===== src/rtl/status_tx_pkg.sv =====
// Shared command encoding: control codes, their ASCII letters, frame characters and helpers.
// The inbound decoder and the outbound reporter both import this mapping.
package status_tx_pkg;

  typedef enum logic [2:0] {
    CTRL_NONE       = 3'd0,
    CTRL_LEFT       = 3'd1,
    CTRL_RIGHT      = 3'd2,
    CTRL_DOWN       = 3'd3,
    CTRL_DROP       = 3'd4,
    CTRL_HOLD       = 3'd5,
    CTRL_ROTATE     = 3'd6,
    CTRL_ROTATE_REV = 3'd7
  } control_type;

  typedef enum logic [1:0] {
    ST_IDLE    = 2'd0,
    ST_SEND    = 2'd1,
    ST_WAIT_HI = 2'd2,
    ST_WAIT_LO = 2'd3
  } tx_state_t;

  localparam logic [7:0] ASCII_LEFT       = 8'h61;  // 'a'
  localparam logic [7:0] ASCII_RIGHT      = 8'h64;  // 'd'
  localparam logic [7:0] ASCII_DOWN       = 8'h77;  // 'w'
  localparam logic [7:0] ASCII_DROP       = 8'h73;  // 's'
  localparam logic [7:0] ASCII_HOLD       = 8'h63;  // 'c'
  localparam logic [7:0] ASCII_ROTATE     = 8'h78;  // 'x'
  localparam logic [7:0] ASCII_ROTATE_REV = 8'h7A;  // 'z'
  localparam logic [7:0] ASCII_S          = 8'h53;
  localparam logic [7:0] ASCII_CR         = 8'h0D;
  localparam logic [7:0] ASCII_LF         = 8'h0A;

  function automatic logic [7:0] control_to_ascii(input control_type code);
    logic [7:0] ch;
    case (code)
      CTRL_LEFT:       ch = ASCII_LEFT;
      CTRL_RIGHT:      ch = ASCII_RIGHT;
      CTRL_DOWN:       ch = ASCII_DOWN;
      CTRL_DROP:       ch = ASCII_DROP;
      CTRL_HOLD:       ch = ASCII_HOLD;
      CTRL_ROTATE:     ch = ASCII_ROTATE;
      CTRL_ROTATE_REV: ch = ASCII_ROTATE_REV;
      default:         ch = 8'h00;
    endcase
    return ch;
  endfunction

  function automatic logic [7:0] nibble_to_hex(input logic [3:0] nib);
    return (nib < 4'd10) ? (8'h30 + {4'h0, nib}) : (8'h37 + {4'h0, nib});
  endfunction

endpackage


===== src/rtl/status_tx_sync_fifo.sv =====
// sync_fifo: single-clock FIFO, combinational read of the head entry.
// Push while full and pop while empty are ignored; a same-cycle pop never frees room for a push.
module sync_fifo #(
  parameter int WIDTH = 8,
  parameter int DEPTH = 8
) (
  input  logic             clk,
  input  logic             reset_n,
  input  logic             i_push,
  input  logic [WIDTH-1:0] i_din,
  input  logic             i_pop,
  output logic             o_full,
  output logic             o_empty,
  output logic [WIDTH-1:0] o_dout
);

  localparam int AW = $clog2(DEPTH);

  logic [WIDTH-1:0] r_mem [DEPTH];
  logic [AW-1:0]    r_wr_ptr;
  logic [AW-1:0]    r_rd_ptr;
  logic [AW:0]      r_count;
  logic             w_push_ok;
  logic             w_pop_ok;

  assign o_full    = (r_count == (AW+1)'(DEPTH));
  assign o_empty   = (r_count == '0);
  assign o_dout    = r_mem[r_rd_ptr];
  assign w_push_ok = i_push & ~o_full;
  assign w_pop_ok  = i_pop & ~o_empty;

  always_ff @(posedge clk) begin
    if (w_push_ok) r_mem[r_wr_ptr] <= i_din;
  end

  always_ff @(posedge clk) begin
    if (!reset_n) begin
      r_wr_ptr <= '0;
      r_rd_ptr <= '0;
      r_count  <= '0;
    end else begin
      if (w_push_ok) r_wr_ptr <= r_wr_ptr + 1'b1;
      if (w_pop_ok)  r_rd_ptr <= r_rd_ptr + 1'b1;
      case ({w_push_ok, w_pop_ok})
        2'b10:   r_count <= r_count + 1'b1;
        2'b01:   r_count <= r_count - 1'b1;
        default: r_count <= r_count;
      endcase
    end
  end

endmodule


===== src/rtl/status_tx.sv =====
// status_tx: sends queued command letters and atomic "S"+4-hex score frames to the shared UART.
// Define STATUS_TX_CRLF_EN to append CR LF to every score frame (7 bytes instead of 5).
import status_tx_pkg::*;

module status_tx #(
  parameter int FIFO_DEPTH = 8,
  parameter int SCORE_W    = 16
) (
  input  logic               clk,
  input  logic               reset_n,
  input  logic               evt_valid,
  input  control_type        evt_code,
  output logic               evt_ready,
  input  logic               score_req,
  input  logic [SCORE_W-1:0] score,
  input  logic               is_transmitting,
  output logic               transmit,
  output logic [7:0]         tx_byte,
  output logic               busy,
  output logic               overflow
);

`ifdef STATUS_TX_CRLF_EN
  localparam logic [2:0] LAST_IDX = 3'd6;
`else
  localparam logic [2:0] LAST_IDX = 3'd4;
`endif

  tx_state_t          r_state;
  tx_state_t          w_state_nxt;
  logic [SCORE_W-1:0] r_score;
  logic               r_score_pend;
  logic               r_in_frame;
  logic [2:0]         r_idx;
  logic [7:0]         r_tx_byte;
  logic               r_overflow;

  logic               w_full;
  logic               w_empty;
  logic               w_push;
  logic               w_pop;
  logic [7:0]         w_evt_byte;
  logic [7:0]         w_fifo_dout;
  logic [2:0]         w_idx_inc;
  logic [7:0]         w_frame_byte;
  logic [7:0]         w_tx_byte_nxt;
  logic [2:0]         w_idx_nxt;
  logic               w_frame_start;
  logic               w_frame_end;

  // NONE is accepted (consumes the handshake) but never queued.
  assign w_push     = evt_valid & ~w_full & (evt_code != CTRL_NONE);
  assign w_evt_byte = control_to_ascii(evt_code);

  sync_fifo #(
    .WIDTH(8),
    .DEPTH(FIFO_DEPTH)
  ) u_fifo (
    .clk    (clk),
    .reset_n(reset_n),
    .i_push (w_push),
    .i_din  (w_evt_byte),
    .i_pop  (w_pop),
    .o_full (w_full),
    .o_empty(w_empty),
    .o_dout (w_fifo_dout)
  );

  assign w_idx_inc = r_idx + 3'd1;

  always_comb begin
    w_frame_byte = 8'h00;
    case (w_idx_inc)
      3'd1:    w_frame_byte = nibble_to_hex(r_score[15:12]);
      3'd2:    w_frame_byte = nibble_to_hex(r_score[11:8]);
      3'd3:    w_frame_byte = nibble_to_hex(r_score[7:4]);
      3'd4:    w_frame_byte = nibble_to_hex(r_score[3:0]);
      3'd5:    w_frame_byte = ASCII_CR;
      3'd6:    w_frame_byte = ASCII_LF;
      default: w_frame_byte = 8'h00;
    endcase
  end

  always_ff @(posedge clk) begin
    if (!reset_n) r_state <= ST_IDLE;
    else          r_state <= w_state_nxt;
  end

  always_comb begin
    w_state_nxt = r_state;
    case (r_state)
      ST_IDLE:    if (r_score_pend || !w_empty) w_state_nxt = ST_SEND;
      ST_SEND:    w_state_nxt = ST_WAIT_HI;
      ST_WAIT_HI: if (is_transmitting) w_state_nxt = ST_WAIT_LO;
      ST_WAIT_LO: begin
        if (!is_transmitting)
          w_state_nxt = (r_in_frame && r_idx != LAST_IDX) ? ST_SEND : ST_IDLE;
      end
      default:    w_state_nxt = ST_IDLE;
    endcase
  end

  always_comb begin
    w_pop         = 1'b0;
    w_tx_byte_nxt = r_tx_byte;
    w_idx_nxt     = r_idx;
    w_frame_start = 1'b0;
    w_frame_end   = 1'b0;
    case (r_state)
      ST_IDLE: begin
        // A pending score frame wins over queued events.
        if (r_score_pend) begin
          w_frame_start = 1'b1;
          w_tx_byte_nxt = ASCII_S;
          w_idx_nxt     = 3'd0;
        end else if (!w_empty) begin
          w_pop         = 1'b1;
          w_tx_byte_nxt = w_fifo_dout;
        end
      end
      ST_WAIT_LO: begin
        if (!is_transmitting && r_in_frame) begin
          if (r_idx != LAST_IDX) begin
            w_idx_nxt     = w_idx_inc;
            w_tx_byte_nxt = w_frame_byte;
          end else begin
            w_idx_nxt   = 3'd0;
            w_frame_end = 1'b1;
          end
        end
      end
      default: ;
    endcase
  end

  always_ff @(posedge clk) begin
    if (!reset_n) begin
      r_score      <= '0;
      r_score_pend <= 1'b0;
      r_in_frame   <= 1'b0;
      r_idx        <= 3'd0;
      r_tx_byte    <= 8'h00;
      r_overflow   <= 1'b0;
    end else begin
      r_tx_byte  <= w_tx_byte_nxt;
      r_idx      <= w_idx_nxt;
      r_overflow <= r_overflow | (evt_valid & w_full);
      if (w_frame_start)    r_in_frame <= 1'b1;
      else if (w_frame_end) r_in_frame <= 1'b0;
      // score_pend stays set for the whole frame, so later requests coalesce.
      if (w_frame_end) begin
        r_score_pend <= 1'b0;
      end else if (score_req && !r_score_pend) begin
        r_score_pend <= 1'b1;
        r_score      <= score;
      end
    end
  end

  assign transmit  = (r_state == ST_SEND);
  assign tx_byte   = r_tx_byte;
  assign evt_ready = ~w_full;
  assign busy      = (r_state != ST_IDLE) | r_score_pend | ~w_empty;
  assign overflow  = r_overflow;

endmodule

===== config.mk =====
export PLATFORM = sky130hd
export DESIGN_NAME = status_tx
export DESIGN_NICKNAME = d
export VERILOG_FILES = /design/src/rtl/status_tx_pkg.sv /design/src/rtl/status_tx_sync_fifo.sv /design/src/rtl/status_tx.sv
export SDC_FILE = /design/constraint.sdc
export NUM_CORES = 1
export LEC_CHECK = 0
export CAP_MARGIN = 20
export CELL_PAD_IN_SITES_DETAIL_PLACEMENT = 1
export CELL_PAD_IN_SITES_GLOBAL_PLACEMENT = 1
export CORE_ASPECT_RATIO = 2
export CORE_MARGIN = 5
export CORE_UTILIZATION = 45
export DETAILED_ROUTE_END_ITERATION = 6
export HOLD_SLACK_MARGIN = 0.02
export PLACE_DENSITY = 0.84
export SKIP_LAST_GASP = 1
export SLEW_MARGIN = 20
export SYNTH_ARGS = -nofsm -noshare
export SYNTH_HDL_FRONTEND = slang
export SYNTH_SLANG_ARGS = --single-unit

===== constraint.sdc =====
create_clock -name clk -period 4 [get_ports clk]
set_input_delay 1.2 -clock clk [delete_from_list [all_inputs] [get_ports clk]]
set_output_delay 1.2 -clock clk [all_outputs]
set_load 0.02 [all_outputs]

==> results.ini <==
[global_route]
gr-usage-all-layers_pct = 19.7
grt_pass1_wl_mm = 18.6
antenna_found_initial = 0
grt-ovfl-total = 0
grt_pass1_vias = 3606
grt_max_degree = 29

[yosys]
syn_area_um2 = 4630
async_flop_share_pct = 0
netlist.area_leader.share_pct = 31.1
ys_seq_area_share_pct = 50.1
synth_compound_area_share_pct = 12.4
netlist_top_cells_area = edfxtp_1 (31%), dfxtp_1 (19%), mux4_2 (5.8%)
syn_inst = 403
muxShareOfSynthArea_pct = 11.1
synthAdderAreaFrac_pct = 5.13
yosysTopAreaCell = edfxtp_1
syn_nets = 446
ys_ff_latch = 92
synth_edf_count = 48
synth_xor_area_share_pct = 2.65
avgSynthCellArea_um2 = 11.5
synth_simple_gate_area_share_pct = 14.7
yosys_warnings = 0
synth_top_family_by_area = simple AND/OR/NAND/NOR gates
synth_flop_cell = edfxtp_1
synth_cell_types = 65

[placed_design]
gp_congestion = 0.888
numPortBuffers = 34
place_hpwl_mm = 8.70

[hold_path]
hold-path-cell-count = 1
hold_path.class = reg -> reg
holdPathEnd = overflow
min_from = overflow

[worst_setup_path]
reg2reg_slack_ns = 1.36
arrival_ns = 3.68
timing.rr.end = u_fifo.r_count[2]
ff2ff_path_depth = 11
worst_setup_path_start_kind = input port
cp_slowest_cell = clkdlybuf4s50_1
cp_num_buf_inv = 2
critical-path-top-delay-family = simple AND/OR/NAND/NOR gates
setup.worst_path.start = evt_code[0]
critPathMaxFanout = 5
reg2reg_from = r_state[0]
cp-end-kind = flop
crit_type = in -> reg
path_cells = clkdlybuf4s50_1 > or3_1 > and3_1 > inv_2 > ha_1 > xor2_1 > ha_1 > a21oi_1 > xor2_1 > or3_1 > a21boi_0
critPathMaxStageDelay_ns = 0.46
worstPathRequired_ns = 4.27

[clocking]
cts_resized = 0
clk_pin_slew_ns = 0.07
clockBufferDepth = 2
cts_max_level = 3
cts_hold_buf = 0
clock-root-buffer = clkbuf_16
cts_inserted_buffers = 9
clk_latency_ns = 0.34
cts_tree = done
post_cts_buffers = 0
clock_sinks = 92

[route]
drc_errors = 0
wirelength_mm = 11.4
drt_iter0_drc = 162
dr_total_vias = 3296
wl_per_cell_um = 19.7
ant_nets = 0
vias_per_cell = 5.70
firstDrtPassIters = 4

[power]
p_sw_w = 0.000951
internal_power_w = 0.00194
pwr-share-seq_pct = 42.2
ir_drop_uv = 369
share_comb_of_total_power_pct = 29.3
power-per-cell-area_nw_per_um2 = 535
power_frac_clock_pct = 28.5
power_w = 0.00289
p_leak_nw = 1.91
p_sw_share_pct = 32.9

[floorplan]
row_count = 52
ioPinCount = 36
dieWidth_um = 81.7
fp.dieH_um = 153
start_util_pct = 45.9
dieArea_um2 = 12500
core_area_um2 = 10100

[sta]
period_minus_slack_ns = 3.41
max-slew-margin-rel_pct = 33.8
rsz0062_at_grt = false
worstMarginPinSlew_ns = 0.982
fin_crit_sh_pct = 85.3
finalSetupTns_ns = 0
finalSetupViolCount = 0
slew_viol_final = 0
fmax_mhz = 293
finalHoldViolCount = 0
clock_skew_ns = 0.00592

[layout]
drive_gt1_share_pct = 12.2
mostFrequentLayoutCell = edfxtp_1
insertedDiodeCount = 0
syn2layout_area_growth_pct = 16.7
finalNetCount = 481
layout_common_cells = edfxtp_1 (48), dfxtp_1 (44), clkdlybuf4s50_1 (34)
fillers = 1060

[run_status]
status = finished clean

[flow_run]
drv_cap = 0

[area by class of cell]
| cell class | count | area (um^2) | share of cell area [%] |
|---|---|---|---|
| clock buffer | 9 | 225 | 4.17 |
| clock inverter | 7 | 65.1 | 1.20 |
| inverter | 19 | 71.3 | 1.32 |
| multi-input combinational | 272 | 2130 | 39.5 |
| sequential | 92 | 2320 | 43.0 |
| tap | 135 | 169 | 3.13 |
| timing repair buffer | 44 | 415 | 7.69 |
[how the worst max path moves through the flow]
stage	end	slack [ns]	cells past startpoint
global route	u_fifo.r_count[2]	0.40	11
finish	u_fifo.r_count[2]	0.59	11
CTS	u_fifo.r_count[2]	0.57	11
detailed placement	u_fifo.r_count[2]	0.21	11
global placement	u_fifo.r_count[2]	0.34	11
floorplan	u_fifo.r_count[2]	0.77	10
[flip-flops by register name, summed over array words and instances, names as in the netlist, named ones only]
| name | count |
|---|---|
| u_fifo.r_mem | 48 |
| tx_byte | 7 |
| r_in_frame | 1 |
| u_fifo.r_wr_ptr | 3 |
| u_fifo.r_count | 4 |
| overflow | 1 |
| r_idx | 3 |
| r_state | 2 |
| r_score | 16 |
| r_score_pend | 1 |
| u_fifo.r_rd_ptr | 3 |
[cell usage after synthesis (all sizes together), types with 2 or more instances]
library cell / count
edfxtp: 48
dfxtp: 44
nand2: 27
nor2b: 27
o21ai: 25
mux2i: 22
ha: 19
inv: 19
nor2: 16
a21oi: 13
clkbuf: 12
mux4: 12
and2: 10
o211ai: 9
a21boi: 8
buf: 8
xnor2: 8
nand2b: 7
a31oi: 6
xor2: 6
nor3: 5
a41oi: 4
and4b: 4
nand3: 3
nand3b: 3
nand4: 3
a221o: 2
mux2: 2
nor3b: 2
o22ai: 2
or2: 2
or3: 2
[metrics by stage]
step / hold WS (ns) / utilization (%) / worst slack [ns] / area [um^2] / std cells
6_report: 0.473 / 53.6 / 0.588 / 5400 / 578
5_1_grt: 0.514 / 53.6 / 0.402 / 5400 / 578
2_1_floorplan: 0.488 / - / 0.767 / 4630 / 403
3_5_place_dp: 0.464 / 50.7 / 0.207 / 5110 / 562
4_1_cts: 0.483 / 53.6 / 0.570 / 5400 / 578
3_3_place_gp: 0.451 / 50.7 / 0.342 / 5110 / 562
[layer usage]
layer	GRT usage, %	vias up	routed length [um]
li1	-	1547	-
met1	18.9	1643	3690
met2	38.1	71	6870
met3	3.24	35	335
met4	9.43	0	463
met5	0	-	0
[cells by family (layout without fill, tap and decap cells)]
family	Yosys count	after routing
AO/OA/AOI/OAI	83	83
XOR/XNOR	14	14
other	1	1
multiplexers	36	36
buffers and inverters	39	79
AND/OR/NAND/NOR	119	119
flip-flops	92	92
adder cells (fa/ha/maj)	19	19
[power by group through the flow]
stage	sequential (W)	combinational, W	clock [W]
detailed placement	0.00124	0.000851	0
floorplan	0.00121	0.000613	0
finish	0.00122	0.000847	0.000824
CTS	0.00122	0.000864	0.000844
global route	0.00124	0.000936	0.000887
global placement	0.00123	0.000808	0
[worst register-to-register path, stage by stage, from the launching register on]
cell	delay [ns]
dfxtp_1	0.33
inv_1	0.14
ha_1	0.21
nand2b_1	0.11
nor2b_1	0.41
ha_1	0.35
xor2_1	0.18
ha_1	0.16
a21oi_1	0.05
xor2_1	0.17
or3_1	0.30
a21boi_0	0.16
Note: power is estimated with default switching activity, not from simulation.
